## src/rtl/mem_tag_access_stage.sv

```systemverilog
// Memory tag-access stage: registers one lane of execution-stage output,
// applies selective flush, consumes the D-cache tag-hit result, decides
// replay and raises MSHR allocation requests on load misses.
module mem_tag_access_stage #(
  parameter int PADDR_W   = 32,
  parameter int DATA_W    = 32,
  parameter int AL_IDX_W  = 6,
  parameter int MSHR_ID_W = 2,
  parameter int CNT_W     = 16,
  parameter int COOLDOWN  = 2
) (
  input  logic                 clk,
  input  logic                 rst,
  input  logic                 stall,
  input  logic                 clear,
  input  logic                 toRecoveryPhase,
  input  logic [AL_IDX_W-1:0]  flushRangeHeadPtr,
  input  logic [AL_IDX_W-1:0]  flushRangeTailPtr,
  input  logic                 inValid,
  input  logic                 inIsLoad,
  input  logic                 inIsStore,
  input  logic                 inRegValid,
  input  logic                 inUncachable,
  input  logic                 inHasAllocatedMSHR,
  input  logic [PADDR_W-1:0]   inPhyAddr,
  input  logic [DATA_W-1:0]    inData,
  input  logic [AL_IDX_W-1:0]  inActiveListPtr,
  input  logic                 dcHit,
  output logic                 mshrAllocReq,
  input  logic                 mshrAllocAck,
  input  logic [MSHR_ID_W-1:0] mshrAllocId,
  output logic                 outValid,
  output logic                 outReplay,
  output logic                 outMSHRValid,
  output logic [MSHR_ID_W-1:0] outMSHRId,
  output logic [PADDR_W-1:0]   outPhyAddr,
  output logic [DATA_W-1:0]    outData,
  output logic [AL_IDX_W-1:0]  outActiveListPtr,
  output logic [CNT_W-1:0]     allocCount
);

  // Cooldown counter must hold COOLDOWN; keep at least one bit when disabled.
  localparam int CD_W = (COOLDOWN < 1) ? 1 : $clog2(COOLDOWN + 1);

  logic                valid_q, valid_d;
  logic                is_load_q, is_load_d;
  logic                reg_valid_q, reg_valid_d;
  logic                uncach_q, uncach_d;
  logic                has_mshr_q, has_mshr_d;
  logic [PADDR_W-1:0]  paddr_q, paddr_d;
  logic [DATA_W-1:0]   data_q, data_d;
  logic [AL_IDX_W-1:0] al_ptr_q, al_ptr_d;
  logic [CD_W-1:0]     cooldown_q, cooldown_d;
  logic [CNT_W-1:0]    alloc_cnt_q, alloc_cnt_d;

  logic flush_hit_s;
  logic live_s;
  logic need_miss_s;
  logic req_s;
  logic grant_s;

  // Store-ness never changes the outcome: a store replays only on invalid
  // operands, which the shared operand-valid bit already covers.
  logic unused_store_s;
  assign unused_store_s = inIsStore;

  // Stage register next-state: capture when not stalled, otherwise hold.
  always_comb begin
    valid_d     = valid_q;
    is_load_d   = is_load_q;
    reg_valid_d = reg_valid_q;
    uncach_d    = uncach_q;
    has_mshr_d  = has_mshr_q;
    paddr_d     = paddr_q;
    data_d      = data_q;
    al_ptr_d    = al_ptr_q;
    if (!stall) begin
      valid_d     = inValid;
      is_load_d   = inIsLoad;
      reg_valid_d = inRegValid;
      uncach_d    = inUncachable;
      has_mshr_d  = inHasAllocatedMSHR;
      paddr_d     = inPhyAddr;
      data_d      = inData;
      al_ptr_d    = inActiveListPtr;
    end else begin
      valid_d     = valid_q;
    end
  end

  // Selective flush: does the held op's pointer fall inside [head, tail)?
  always_comb begin
    flush_hit_s = 1'b0;
    if (!toRecoveryPhase) begin
      flush_hit_s = 1'b0;
    end else if (flushRangeHeadPtr < flushRangeTailPtr) begin
      flush_hit_s = (al_ptr_q >= flushRangeHeadPtr) && (al_ptr_q < flushRangeTailPtr);
    end else if (flushRangeHeadPtr > flushRangeTailPtr) begin
      flush_hit_s = (al_ptr_q >= flushRangeHeadPtr) || (al_ptr_q < flushRangeTailPtr);
    end else begin
      // Equal head and tail means the whole window is being flushed.
      flush_hit_s = 1'b1;
    end
  end

  // Liveness, miss detection, MSHR request/grant and replay decision.
  always_comb begin
    live_s      = valid_q && !stall && !clear && !rst && !flush_hit_s;
    need_miss_s = is_load_q && (!dcHit || uncach_q);
    req_s       = live_s && is_load_q && reg_valid_q && need_miss_s &&
                  !has_mshr_q && (cooldown_q == {CD_W{1'b0}});
    grant_s     = req_s && mshrAllocAck;
    outReplay   = 1'b0;
    if (!live_s) begin
      outReplay = 1'b0;
    end else if (!reg_valid_q) begin
      outReplay = 1'b1;
    end else if (need_miss_s) begin
      // Every missing load replays, whether it got, was refused or already owns an MSHR.
      outReplay = 1'b1;
    end else begin
      outReplay = 1'b0;
    end
  end

  // Output drive: pass-through fields and grant reporting.
  always_comb begin
    outValid         = live_s;
    mshrAllocReq     = req_s;
    outMSHRValid     = grant_s;
    outMSHRId        = {MSHR_ID_W{1'b0}};
    if (grant_s) begin
      outMSHRId = mshrAllocId;
    end else begin
      outMSHRId = {MSHR_ID_W{1'b0}};
    end
    outPhyAddr       = paddr_q;
    outData          = data_q;
    outActiveListPtr = al_ptr_q;
    allocCount       = alloc_cnt_q;
  end

  // Cooldown and saturating grant counter next-state; both run through stalls.
  always_comb begin
    cooldown_d  = cooldown_q;
    alloc_cnt_d = alloc_cnt_q;
    if (grant_s) begin
      cooldown_d = CD_W'(COOLDOWN);
    end else if (cooldown_q != {CD_W{1'b0}}) begin
      cooldown_d = cooldown_q - {{(CD_W-1){1'b0}}, 1'b1};
    end else begin
      cooldown_d = {CD_W{1'b0}};
    end
    if (grant_s && (alloc_cnt_q != {CNT_W{1'b1}})) begin
      alloc_cnt_d = alloc_cnt_q + {{(CNT_W-1){1'b0}}, 1'b1};
    end else begin
      alloc_cnt_d = alloc_cnt_q;
    end
  end

  // State registers with synchronous reset; data fields zeroed for determinism.
  always_ff @(posedge clk) begin
    if (rst) begin
      valid_q     <= 1'b0;
      is_load_q   <= 1'b0;
      reg_valid_q <= 1'b0;
      uncach_q    <= 1'b0;
      has_mshr_q  <= 1'b0;
      paddr_q     <= {PADDR_W{1'b0}};
      data_q      <= {DATA_W{1'b0}};
      al_ptr_q    <= {AL_IDX_W{1'b0}};
      cooldown_q  <= {CD_W{1'b0}};
      alloc_cnt_q <= {CNT_W{1'b0}};
    end else begin
      valid_q     <= valid_d;
      is_load_q   <= is_load_d;
      reg_valid_q <= reg_valid_d;
      uncach_q    <= uncach_d;
      has_mshr_q  <= has_mshr_d;
      paddr_q     <= paddr_d;
      data_q      <= data_d;
      al_ptr_q    <= al_ptr_d;
      cooldown_q  <= cooldown_d;
      alloc_cnt_q <= alloc_cnt_d;
    end
  end

endmodule

```

## config.mk

```make
export PLATFORM = sky130hd
export DESIGN_NAME = mem_tag_access_stage
export DESIGN_NICKNAME = d
export VERILOG_FILES = /design/src/rtl/mem_tag_access_stage.sv
export SDC_FILE = /design/constraint.sdc
export NUM_CORES = 1
export LEC_CHECK = 0
export ABC_AREA = 1
export CORE_ASPECT_RATIO = 0.9
export CORE_UTILIZATION = 38
export DETAILED_ROUTE_END_ITERATION = 8
export PLACE_DENSITY = 0.83
export SLEW_MARGIN = 0
export SYNTH_ARGS = -nofsm -noshare
export SYNTH_HDL_FRONTEND = slang
export SYNTH_SLANG_ARGS = --single-unit
export TNS_END_PERCENT = 1
```

## constraint.sdc

```tcl
create_clock -name clk -period 2.6 [get_ports clk]
set_input_delay 0.65 -clock clk [delete_from_list [all_inputs] [get_ports clk]]
set_output_delay 0.65 -clock clk [all_outputs]
set_load 0.05 [all_outputs]
```

==> results of run 1 <==
report_power, final:
part / internal [mW] / leakage, nW / switching (mW)
logic: 0.356 / 1.79 / 0.509
registers: 1.51 / 0.770 / 0.0490
clock network: 0.769 / 0.151 / 0.593
total: 2.63 / 2.71 / 1.15
worst register-to-register path, stage by stage, from the launching register on:
cell	delay (ns)
dfxtp_1	0.44
ha_1	0.28
nand2_2	0.07
nor2_1	0.05
o21ai_1	0.10
nand2_1	0.13
nand2_2	0.09
nand2_2	0.07
nand2_4	0.08
nand4_4	0.15
buf_4	0.25
nor2_2	0.15
nand2_1	0.07
nand2_1	0.06
nor2_1	0.05
cell families after synthesis:
family	count (synthesis)	synth area share, %
xor gates and xnor gates	13	2.73
adders and majority gates	18	5.40
and+or+nand+nor	258	27.0
AOI/OAI and AO/OA	112	13.6
DFF	93	44.7
buffers and inverters	67	6.60
final timing paths:
| kind | start | endpoint | slack (ns) | cells after the start |
|---|---|---|---|---|
| setup reg to reg | outActiveListPtr[4] | allocCount[1] | 0.49 | 14 |
| hold / removal | cooldown_q[0] | cooldown_q[0] | 0.44 | 1 |
| setup / recovery | flushRangeHeadPtr[1] | outMSHRId[0] | -0.23 | 12 |
| hold reg to reg | cooldown_q[0] | cooldown_q[0] | 0.44 | 1 |
area by class of cell:
type	count	area [um^2]
Clock buffer	9	225
Timing Repair Buffer	194	1960
Tap cell	129	161
Clock inverter	7	91.3
Fill cell	894	3730
Sequential cell	93	1870
Multi-Input combinational cell	401	2270
Inverter	37	164
sequential cells by signal, summed over array words and instances (netlist names):
signal            count
valid_q               1
uncach_q              1
reg_valid_q           1
is_load_q             1
cooldown_q            2
outPhyAddr           32
allocCount           16
outActiveListPtr      6
has_mshr_q            1
outData              32
what timing repair did:
action | 4_1_cts | 5_1_grt
setup endpoints to repair | 22 | 6
gates resized for setup | 69 | 14
pin swaps | 20 | 13
endpoints found under the hold margin | 0 | 0
cell usage after synthesis, drive strengths merged:
cell type | count | area share [%]
nand3 | 20 | 2.9
inv | 37 | 3.3
dfxtp | 93 | 45
xnor2 | 5 | 1.1
buf | 4 | 0.93
o21ai | 90 | 11
nand2 | 53 | 5.1
ha | 18 | 5.4
a21boi | 1 | 0.18
a21o | 1 | 0.18
nor4 | 3 | 0.81
nand4 | 3 | 0.60
clkbuf | 26 | 2.3
xor2 | 8 | 1.7
or2 | 1 | 0.21
nor3 | 5 | 1.1
nor2 | 173 | 16
a21oi | 20 | 2.4
placed cells by master, fill, tap and decap left out, drive strengths merged, types with 3 or more instances in the layout:
cell type / instances
nor2: 173
clkdlybuf4s50: 168
dfxtp: 93
o21ai: 90
nand2: 53
inv: 40
buf: 25
nand3: 20
a21oi: 20
ha: 18
clkbuf: 10
xor2: 8
xnor2: 5
nor3: 5
nand4: 3
nor4: 3
layer usage:
metal / vias to the layer above / part of all wire, % / wire, um
met4: 0 / 1.6 / 189
met1: 1937 / 40 / 4780
met3: 16 / 8.5 / 1010
met5: - / 0 / 0
li1: 2152 / - / -
met2: 154 / 50 / 5950
per-stage QoR:
stage	instance area, um^2	TNS [ns]	total power, mW	cells
6_report	6740	-0.926	3.78	870
2_1_floorplan	4340	-0.153	2.06	561
4_1_cts	6710	-0.510	3.82	870
3_3_place_gp	6350	-8.34	2.40	854
3_5_place_dp	6350	-10.89	2.43	854
5_1_grt	6740	-1.28	3.95	870
==> results.tsv, run 1 <==
stage	metric	value	unit
route	num_vias	4259	
timing	count_of_endpoints_failing_setup_in_the_final_report	6	
clocking	clock_tree.buffer_depth	2	
timing	finalCriticalPeriod	2.83	ns
timing	fmaxAchievable	353	MHz
route	drt-pass1-iter-count	4	
yosys	post_synth_num_cell_types	31	
timing	timing.final.crit_share	109	%
placement	globalplace.congestion	0.944	
worst_setup_path	worst_setup_path_end_kind	primary output	
pwr	static-leakage-power	2.71	nW
yosys	syn_avg_cell_area	7.43	um^2
status	violations	negative setup slack	
final_layout	final_net_count	851	
global_route	grt_pass1_wl	19400	um
worst_setup_path	startpoint_type	primary input	
global_route	remaining_global_route_overflow	0	
route	drt-total-wl	11900	um
run	count_of_maximum_capacitance_violations	0	
worst_setup_path	slowest_stage	ha_1	
route	drc_errors	0	
final_layout	synthToLayoutAreaGrowth	61.7	%
global_route	groute.layer.met3.usage	7.96	%
floorplanning	die_h	101	um
global_route	via_count_of_the_first_global_routing_pass	4223	
clocking	cts-buffers-inserted	9	
worst_setup_path	worst_ep_required_time	1.95	ns
timing	tightestPinTransition	0.749	ns
timing	grt_setup_unrepaired	true	
route	vias_per_cell	4.90	
floorplanning	design.core.area	0.0105	mm^2
worst_setup_path	worst-endpoint-arrival	2.18	ns
floorplanning	floorplan.initialDensity	39.8	%
global_route	antenna_found_initial	0	
worst_setup_path	critical_path.top_delay_family	simple AND/OR/NAND/NOR gates	
global_route	groute.layer.met1.usage	23.0	%
yosys	seq_area_frac_synth	44.7	%
floorplanning	die_width	112	um
status	outcome	finished, violations left	
worst_setup_path	critPathKind	in -> out	
placement	port_buffers	187	
timing	worst_setup_skew_after_layout	0.00704	ns
global_route	grt_start_max_net_pins	78	
min_path	worst_hold_path_type	reg -> reg	
yosys	ys_ff_latch	93	
clocking	cts_hold_bufs	0	
final_layout	post_route_cells_drive_above_1_share	15.0	%
pwr	power.ir.vdd_worst	0.477	mV
timing	worst_hold_slack	0.438	ns
yosys	synth_cells	561	
timing	relSlewSlack	50.0	%
clocking	cts_post_setup_buffers_inserted	0	
placement	hpwl	8740	um
global_route	globalRoute.busiestLayer	met2	
yosys	netlist_area	0.00417	mm^2
worst_setup_path	critical_path.cell_chain	buf_4, inv_1, ha_1, a21boi_1, o21ai_1, nand2_1, nand2_2, nand2_2, nand2_4, nand4_4, nor2_4, buf_12	
clocking	cts_htree_levels	3	
clocking	clkLatencyLatePin	0.33	ns
clocking	tritoncts	done	
floorplanning	design.portCount	189	
yosys	yosys_warnings	0	
worst_setup_path	crit_fanout	3	
global_route	globalRouteMet2Util	38.7	%
worst_setup_path	crit_top_cell	nand2_2	
route	wire_per_inst	13.7	um
floorplanning	floorplan.rows	35	
timing	layout_setup_ws	-0.234	ns
clocking	cts.sink_count	93	
route	drt.antenna.violating_nets	0	
placement	dpl_worst_slack	-0.763	ns
global_route	grt_use_total	21.4	%
timing	timing_hold_violations_final	0	
final_layout	final_util	64.4	%
route	detailedRoute.firstIterationViolations	171	
final_layout	n_antenna_cell	0	
pwr	p_per_area	561	mW/mm^2
yosys	synthesis.nets	676	
clocking	cts-root-buf	clkbuf_16	
clocking	clk_pin_slew_worst_paths	0.06	ns
worst_setup_path	critical-path-max-stage-delay	0.28	ns
worst_setup_path	path_buf_inv	3	
timing	final-max-slew-violation-count	0	
floorplanning	die-area	0.0114	mm^2
No activity file was read; power rests on OpenSTA's default activity.
==> run 2: changes to the inputs <==
- SKIP_LAST_GASP: unset -> 1
==> results.tsv, run 2 (synthesized netlist as in run 1, its figures left out) <==
stage	metric	value	unit	change
status	outcome	finished, violations left		unchanged
status	violations	negative setup slack		unchanged
clocking	cts-buffers-inserted	9		unchanged
final_layout	final_net_count	851		unchanged
worst_setup_path	critical-path-max-stage-delay	0.27	ns	was 0.28 ns
floorplanning	die-area	0.0114	mm^2	unchanged
pwr	p_per_area	561	mW/mm^2	about the same
timing	tns	-0.828	ns	was -0.926 ns
run	count_of_maximum_capacitance_violations	0		unchanged
final_layout	n_antenna_cell	0		unchanged
route	met1_wire_length	4700	um	was 4780 um
route	drt-total-wl	11900	um	about the same
placement	globalplace.congestion	0.944		unchanged
pwr	switching_share	30.4	%	about the same
timing	relSlewSlack	50.1	%	was 50.0%
timing	timing.final.crit_share	108	%	was 109%
placement	dpl_worst_slack	-0.763	ns	unchanged
route	vias_per_cell	4.90		about the same
pwr	total_switching_power	1.15	mW	about the same
pwr	share_clk_of_total_power	36.0	%	about the same
final_layout	layout_common_cells	clkdlybuf4s50_1 (168), nor2_1 (163), dfxtp_1 (89)		unchanged
clocking	cts_htree_levels	3		unchanged
floorplanning	design.portCount	189		unchanged
worst_setup_path	crit_top_cell	nand2_1		was nand2_2
global_route	grt_start_max_net_pins	78		unchanged
final_layout	stdcell_area	0.00674	mm^2	about the same
worst_setup_path	crit_fanout	3		unchanged
worst_setup_path	critical_path.top_delay_family	simple AND/OR/NAND/NOR gates		unchanged
route	drt-pass1-iter-count	4		unchanged
worst_setup_path	worst_setup_path_end_kind	primary output		unchanged
floorplanning	die_h	101	um	unchanged
timing	layout_setup_ws	-0.210	ns	was -0.234 ns
pwr	internal_power	2.63	mW	about the same
clocking	clock_tree.buffer_depth	2		unchanged
clocking	clkLatencyLatePin	0.33	ns	about the same
placement	dpl_cell_area	0.00635	mm^2	unchanged
pwr	p_comb_share	22.9	%	about the same
timing	final-max-slew-violation-count	0		unchanged
global_route	grt_use_total	21.2	%	was 21.4%
floorplanning	die_width	112	um	unchanged
floorplanning	floorplan.initialDensity	39.8	%	unchanged
route	route.met3.wl	1090	um	was 1010 um
route	dr.max_layer_used	met4		unchanged
placement	port_buffers	187		unchanged
worst_setup_path	critPathKind	in -> out		unchanged
final_layout	post_route_cells_drive_above_1_share	14.3	%	was 15.0%
timing	timing_hold_violations_final	0		unchanged
placement	hpwl	8740	um	unchanged
floorplanning	design.core.area	0.0105	mm^2	unchanged
worst_setup_path	slowest_stage	ha_1		unchanged
global_route	grt_pass1_wl	19300	um	was 19400 um
global_route	remaining_global_route_overflow	0		unchanged
timing	worst_setup_skew_after_layout	0.00693	ns	was 0.00704 ns
global_route	antenna_found_initial	0		unchanged
clocking	cts-root-buf	clkbuf_16		unchanged
clocking	cts_hold_bufs	0		unchanged
worst_setup_path	worst_ep_required_time	1.95	ns	about the same
clocking	cts.sink_count	93		unchanged
route	wire_per_inst	13.7	um	about the same
pwr	static-leakage-power	2.72	nW	was 2.71 nW
route	drc_errors	0		unchanged
worst_setup_path	path_buf_inv	3		unchanged
pwr	power.ir.vdd_worst	0.477	mV	about the same
timing	fmaxAchievable	356	MHz	was 353 MHz
route	detailedRoute.firstIterationViolations	166		was 171
route	drt.antenna.violating_nets	0		unchanged
worst_setup_path	critical_path.cell_chain	buf_4, inv_1, ha_1, a21boi_0, o21ai_1, nand2_1, nand2_1, nand2_2, nand2_4, nand4_4, nor2_4, buf_12		was buf_4, inv_1, ha_1, a21boi_1, o21ai_1, nand2_1, nand2_2, nand2_2, nand2_4, nand4_4, nor2_4, buf_12
route	num_vias	4261		was 4259
route	met2WireLength	5910	um	was 5950 um
worst_setup_path	startpoint_type	primary input		unchanged
timing	count_of_endpoints_failing_setup_in_the_final_report	6		unchanged
final_layout	layout_commonest_cell	clkdlybuf4s50_1		unchanged
min_path	worst_hold_path_type	reg -> reg		unchanged
global_route	via_count_of_the_first_global_routing_pass	4206		was 4223
floorplanning	floorplan.rows	35		unchanged
worst_setup_path	worst-endpoint-arrival	2.16	ns	was 2.18 ns
pwr	pwr-share-seq	41.1	%	about the same
final_layout	synthToLayoutAreaGrowth	61.7	%	about the same
timing	tightestPinTransition	0.748	ns	was 0.749 ns
clocking	clk_pin_slew_worst_paths	0.06	ns	about the same
clocking	tritoncts	done		unchanged
timing	grt_setup_unrepaired	true		unchanged
timing	finalCriticalPeriod	2.81	ns	was 2.83 ns
run 2: cell counts in the layout (fill, tap and decap cells not counted):
No cell type changed its count.
run 2: final timing paths:
| check | startpoint | to | slack, ns | depth (start not counted) |
|---|---|---|---|---|
| hold / removal | cooldown_q[0] | cooldown_q[0] | 0.44 | 1 |
| setup / recovery | flushRangeHeadPtr[1] | outMSHRId[0] | -0.21 | 12 |
| hold reg to reg | cooldown_q[0] | cooldown_q[0] | 0.44 | 1 |
| setup reg to reg | outActiveListPtr[5] | allocCount[1] | 0.48 | 15 |
run 2: layer usage:
| metal | vias to the layer above | global-route usage (%) |
|---|---|---|
| li1 | 2155 | - |
| met1 | 1927 | 22.7 |
| met2 | 161 | 38.2 |
| met3 | 18 | 8.38 |
| met4 | 0 | 7.90 |
| met5 | - | 0 |
run 2: final cells by class:
type                       instances  area (um^2)
clock buffer                       9          225
clock inverter                     7         91.3
fill                             889         3730
inverter                          37          164
multi-input combinational        401         2270
sequential                        93         1870
tap                              129          161
timing repair buffer             194         1970
run 2: repair_timing:
item	CTS	global route
setup buffers	0	0
setup endpoints to repair	22	6
gates resized for setup	66	13
pin swaps	20	11
run 2: per-stage QoR:
stage / power, mW / hold WS, ns / std cells / utilization, %
3_3_place_gp: 2.40 / 0.421 / 854 / 60.7
3_5_place_dp: 2.43 / 0.434 / 854 / 60.7
4_1_cts: 3.82 / 0.443 / 870 / 64.1
2_1_floorplan: 2.06 / 0.412 / 561 / -
5_1_grt: 3.95 / 0.463 / 870 / 64.4
6_report: 3.78 / 0.437 / 870 / 64.4
run 2: worst reg2reg max path, stage by stage (launching register included):
cell     delay [ns]
dfxtp_2        0.37
ha_4           0.29
nand2_2        0.06
nor2_2         0.11
nand2_1        0.08
nand2_2        0.08
nand2_1        0.07
nand2_1        0.10
nand2_2        0.08
nand2_4        0.08
nand4_4        0.15
buf_4          0.24
nor2_2         0.15
nand2_1        0.07
nand2_1        0.06
nor2_1         0.05
run 2: power by group through the flow:
| stage | clock network [mW] | registers [mW] | logic (mW) |
|---|---|---|---|
| 2_1_floorplan | 0 | 1.84 | 0.223 |
| 3_3_place_gp | 0 | 1.58 | 0.823 |
| 3_5_place_dp | 0 | 1.59 | 0.842 |
| 4_1_cts | 1.41 | 1.56 | 0.857 |
| 5_1_grt | 1.46 | 1.57 | 0.927 |
| 6_report | 1.36 | 1.55 | 0.865 |
